$ cat config.mk
export PLATFORM = sky130hd
export DESIGN_NAME = rf_wb_arbiter
export DESIGN_NICKNAME = d
export VERILOG_FILES = /design/src/rtl/rf_pkg.sv /design/src/rtl/rf_wb_grant.sv /design/src/rtl/rf_wb_arbiter.sv
export SDC_FILE = /design/constraint.sdc
export NUM_CORES = 1
export LEC_CHECK = 0
export BUFFER_PORTS_ARGS = -buffer_cell sky130_fd_sc_hd__buf_4
export CAP_MARGIN = 20
export CORE_ASPECT_RATIO = 0.8
export CORE_MARGIN = 5
export CORE_UTILIZATION = 35
export CTS_CLUSTER_DIAMETER = 30
export CTS_CLUSTER_SIZE = 14
export DETAILED_ROUTE_END_ITERATION = 12
export PLACE_DENSITY_LB_ADDON = 0.15
export SETUP_SLACK_MARGIN = 0.02
export SYNTH_ARGS = -nofsm -noshare
export SYNTH_HDL_FRONTEND = slang
export SYNTH_SLANG_ARGS = --single-unit
$ cat constraint.sdc
create_clock -name i_clk -period 2.1 [get_ports i_clk]
set_input_delay 0.315 -clock i_clk [delete_from_list [all_inputs] [get_ports i_clk]]
set_output_delay 0.315 -clock i_clk [all_outputs]
set_load 0.1 [all_outputs]
$ cat src/rtl/rf_pkg.sv
// Shared register-file write-port types for the writeback arbiter.
// Pure declarations: no latency, no backpressure.
package rf_pkg;

    localparam int RF_ADDR_W = 5;
    localparam int RF_DATA_W = 32;

    localparam logic [RF_ADDR_W-1:0] RF_X0 = 5'd0;

    typedef struct packed {
        logic                 wen;
        logic [RF_ADDR_W-1:0] addr;
        logic [RF_DATA_W-1:0] data;
    } rf_wr_t;

    // x0 is hardwired to zero, so writes aimed at it are discarded.
    function automatic logic is_x0(input logic [RF_ADDR_W-1:0] addr);
        return addr == RF_X0;
    endfunction

endpackage

$ cat src/rtl/rf_wb_grant.sv
// Grant logic for the two writeback requesters; RF_WB_ARB_RR_EN selects round robin.
// Readies are combinational from valids and local state, and are low while reset is asserted.
module rf_wb_grant #(
    parameter int MAX_WAIT = 4
) (
    input  logic clk,
    input  logic rst_n,
    input  logic wb0_valid,
    input  logic wb1_valid,
    output logic wb0_ready,
    output logic wb1_ready
);

`ifdef RF_WB_ARB_RR_EN

    // rr_ptr remembers the last winner; the other side wins a tie.
    logic rr_ptr;
    logic both_valid;

    always_comb begin
        both_valid = wb0_valid && wb1_valid;
        wb0_ready  = rst_n && !(both_valid && !rr_ptr);
        wb1_ready  = rst_n && wb1_valid && (!wb0_valid || !rr_ptr);
    end

    always_ff @(posedge clk or negedge rst_n) begin
        if (!rst_n) begin
            rr_ptr <= 1'b0;
        end else if (wb0_valid && wb0_ready) begin
            rr_ptr <= 1'b0;
        end else if (wb1_valid && wb1_ready) begin
            rr_ptr <= 1'b1;
        end
    end

`else

    localparam int CNT_W = $clog2(MAX_WAIT + 1);
    localparam logic [CNT_W-1:0] CNT_MAX = CNT_W'(MAX_WAIT);

    logic [CNT_W-1:0] wait_cnt;
    logic             force_grant;

    // After MAX_WAIT stalled cycles requester 1 overrides the fixed priority once.
    always_comb begin
        force_grant = (wait_cnt == CNT_MAX) && wb1_valid;
        wb0_ready   = rst_n && !force_grant;
        wb1_ready   = rst_n && wb1_valid && (!wb0_valid || force_grant);
    end

    always_ff @(posedge clk or negedge rst_n) begin
        if (!rst_n) begin
            wait_cnt <= '0;
        end else if (wb1_valid && !wb1_ready) begin
            if (wait_cnt != CNT_MAX) begin
                wait_cnt <= wait_cnt + 1'b1;
            end
        end else begin
            wait_cnt <= '0;
        end
    end

`endif

endmodule

$ cat src/rtl/rf_wb_arbiter.sv
// Two-source register-file writeback arbiter; RF_WB_ARB_RR_EN swaps priority+guard for round robin.
// Winning write is staged one cycle before the rf port; the rf port never back-pressures.
module rf_wb_arbiter
    import rf_pkg::*;
#(
    parameter int ADDR_W   = RF_ADDR_W,
    parameter int DATA_W   = RF_DATA_W,
    parameter int MAX_WAIT = 4
) (
    input  logic              i_clk,
    input  logic              i_rst_n,
    input  logic              i_wb0_valid,
    output logic              o_wb0_ready,
    input  logic [ADDR_W-1:0] i_wb0_addr,
    input  logic [DATA_W-1:0] i_wb0_data,
    input  logic              i_wb1_valid,
    output logic              o_wb1_ready,
    input  logic [ADDR_W-1:0] i_wb1_addr,
    input  logic [DATA_W-1:0] i_wb1_data,
    output logic              o_rd_wen,
    output logic [ADDR_W-1:0] o_rd_waddr,
    output logic [DATA_W-1:0] o_rd_wdata
);

    logic   wb0_ready;
    logic   wb1_ready;
    logic   xfer0;
    logic   xfer1;
    rf_wr_t wr_d;
    rf_wr_t wr_q;

    rf_wb_grant #(
        .MAX_WAIT (MAX_WAIT)
    ) u_grant (
        .clk       (i_clk),
        .rst_n     (i_rst_n),
        .wb0_valid (i_wb0_valid),
        .wb1_valid (i_wb1_valid),
        .wb0_ready (wb0_ready),
        .wb1_ready (wb1_ready)
    );

    assign o_wb0_ready = wb0_ready;
    assign o_wb1_ready = wb1_ready;
    assign xfer0       = i_wb0_valid && wb0_ready;
    assign xfer1       = i_wb1_valid && wb1_ready;

    // Address/data hold their last value on idle cycles; only wen pulses.
    always_comb begin
        wr_d      = wr_q;
        wr_d.wen  = 1'b0;
        if (xfer0) begin
            wr_d.addr = i_wb0_addr;
            wr_d.data = i_wb0_data;
        end else if (xfer1) begin
            wr_d.addr = i_wb1_addr;
            wr_d.data = i_wb1_data;
        end
        wr_d.wen = (xfer0 || xfer1) && !is_x0(wr_d.addr);
    end

    always_ff @(posedge i_clk or negedge i_rst_n) begin
        if (!i_rst_n) begin
            wr_q <= '0;
        end else begin
            wr_q <= wr_d;
        end
    end

    assign o_rd_wen   = wr_q.wen;
    assign o_rd_waddr = wr_q.addr;
    assign o_rd_wdata = wr_q.data;

endmodule

==> key figures <==
Logic synthesis
  • Post-synth ARST share: 1.00
  • Largest cells by area after synthesis: dfrtp_1 51%, mux2i_1 17%, o21ai_0 9.3%
  • Cell taking the most area after synthesis: dfrtp_1
  • Ys Warns: 0
  • Mapped Cells: between 150 and 200
  • Post-synth EDFFs: 0
  • Syn Area/Cell: 10.2 um^2
  • Top post-synthesis cells by count: 41 x dfrtp_1, 38 x nand2_1, 37 x o21ai_0
  • Main synth FF type: dfrtp_1
  • Post-synthesis sequential area ratio: 0.514
  • Synth cell types: 29
  • Most frequent cell after synthesis: dfrtp_1
  • Synth Register Bits: 41
  • Netlist Area Pre-Place: ~2000 um^2
  • Synthesized Nets: ~280
  • Post-synth top area share: 0.514

Clock network
  • Num CTS Buffers: 5
  • Clock slew at reported path FFs: approximately 0.080 ns
  • Root Buffer: clkbuf_8
  • Clk_lat worst skew: 0.28 ns
  • Max clock buf depth: 2
  • Clock sink count: 41
  • H-tree depth: 2
  • CTS tree: built

Layout
  • Layout cell share with drive strength beyond 1: 0.442
  • N_diodes: 0
  • # fillers: 532
  • Layout Cells excl Fill: 397
  • Area grow syn2layout: 55.1%
  • Nets: about 400

Setup path
  • WP data arrival: approximately 2.2 ns
  • Startpoint types: flip-flop
  • CP Capture Type: flip-flop
  • CP required: ~2.3 ns
  • CP Max Fanout: 7
  • Worst Setup Path Type: reg -> reg

Placement
  • Final HPWL DP: between 4000 and 5000 um
  • PortBufs: 117
  • RD Place Congestion: 0.780
  • DP Worst Slack: 0.0899 ns
  • Placed cell count: between 300 and 400

Global routing
  • Grt total ovfl: 0
  • Vias in the first global route: roughly 1900
  • Initial antenna violation count: 0
  • First-pass GRT wire length: approximately 8800 um
  • Tot GR Track Use: 0.151
  • Largest net degree at the start of global routing: 38

Routing
  • Vias per cell: 4.61
  • Vias after detailed routing: 1831
  • Per-cell routed wire length: about 14 um
  • Initial drt markers: 53
  • Final wirelength: 5630 um
  • TritonRoute pass-1 iters: 4
  • Post-DRT Antenna Nets: 0
  • DRC: 0

Floorplanning
  • I/O pin count: about 120
  • Die area: about 7300 um^2
  • Core area: 5500 um^2
  • Die W: between 90 and 100 um
  • Starting density of the core: 0.363
  • # rows: 24
  • Die H: about 78 um

Power and ir drop
  • Pwr per Cell Area: between 900 and 1000 nW/um^2
  • Maximum vdd ir drop: slightly below 400 uV
  • Lkg Pwr: roughly 1.4 nW

STA
  • Final TNS setup: 0 ns
  • Final hold violations: 0
  • Worst-margin pin slew: ~0.43 ns
  • Part of the cycle the worst path needs: 0.941
  • Period minus WS final: a little under 2 ns
  • Final WS setup: around 0.12 ns
  • Fmax achieved: about 510 MHz
  • Final setup vio count: 0
  • Max_slew headroom: 0.715
  • Slew Viols, Final: 0
  • Final Skew: ~0.006 ns
  • Fin Hold WS: 0.0752 ns
  • RSZ-0062 raised after global routing: true

Min path
  • Worst min-delay path class: in -> async

Run
  • Max-Cap Viols: 0

Status
  • Status: completed
[timing repair]
| item | 4_1_cts | 5_1_grt |
|---|---|---|
| resized for setup | 1 | 2 |
| setup endpoints to repair | 1 | 3 |
| pin swaps | 0 | 2 |
| endpoints found under the hold margin | 1 | 0 |
| hold buffers | 1 | 0 |
| setup buffers | 0 | 5 |
[registers in the layout (all words and copies together), names as in the netlist]
signal / flops
o_rd_waddr: 5
o_rd_wen: 1
u_grant.wait_cnt: 3
o_rd_wdata: 32
[cell usage in the layout, fill, tap and decap left out, types with 2 or more instances in the layout]
cell type,n
nand2_1,38
nor2_1,2
o21ai_1,2
o21ai_0,36
buf_4,126
nor2_4,2
mux2i_1,33
inv_1,2
dfrtp_1,41
clkbuf_8,6
a31oi_1,4
nor3_1,5
nand4_1,4
[layer usage]
| metal | track usage | up-vias | part of all wire |
|---|---|---|---|
| li1 | - | 931 | - |
| met1 | 0.199 | 821 | 0.44 |
| met2 | 0.233 | 73 | 0.46 |
| met3 | 0.0551 | 6 | 0.090 |
| met4 | 0.0447 | 0 | 0.0091 |
| met5 | 0 | - | 0 |
[stage by stage]
step	utilization	total power [mW]	instance area, um^2
floorplan	-	1.94	2000
global placement	0.538	2.30	2960
detailed placement	0.538	2.31	2960
CTS	0.556	2.84	3060
global route	0.564	2.94	3100
finish	0.564	2.81	3100
[path summary, 6_finish.rpt]
path	from	to	slack (ns)	cells past startpoint
worst max-delay path	u_grant.wait_cnt[0]	o_rd_wen	0.12	7
min in group i_clk	i_wb0_data[2]	o_rd_wdata[2]	0.23	3
worst min register to register	o_rd_wdata[24]	o_rd_wdata[24]	0.57	2
max in group asynchronous	i_rst_n	o_rd_waddr[3]	1.56	2
worst max register to register	u_grant.wait_cnt[0]	o_rd_wen	0.12	7
worst min-delay path	i_rst_n	o_rd_wdata[5]	0.08	2
[critical path: stages, from the launching register on]
cell and delay [ns]:
dfrtp_1 0.40, inv_1 0.08, ha_2 0.21, and3_4 0.23, or2_4 0.14, a31oi_1 0.09, or4_1 0.54, o22a_1 0.17
[area by class of cell]
cell class              count  area, um^2  area share
clock buffers               7        86.3      0.0279
inverters                   2        7.51     0.00242
multi-input cells         140         892       0.288
flip-flops and latches     41        1030       0.331
well taps                  78        97.6      0.0315
repair buffers            129         987       0.319
[kinds of logic (layout without fill, tap and decap cells)]
group,Yosys count,count (layout),synth area share
buffers and inverters,15,138,0.0445
muxes,33,33,0.165
and+or+nand+nor,58,58,0.135
DFF,41,41,0.514
adders and majority gates,2,2,0.0125
AOI/OAI and AO/OA,47,47,0.129
[power by group]
| group | internal, mW | total [mW] | switching [mW] |
|---|---|---|---|
| registers | 0.899 | 0.962 | 0.0635 |
| clock network | 0.261 | 0.513 | 0.252 |
| logic | 0.329 | 1.34 | 1.01 |
No activity file was read; power rests on OpenSTA's default activity.
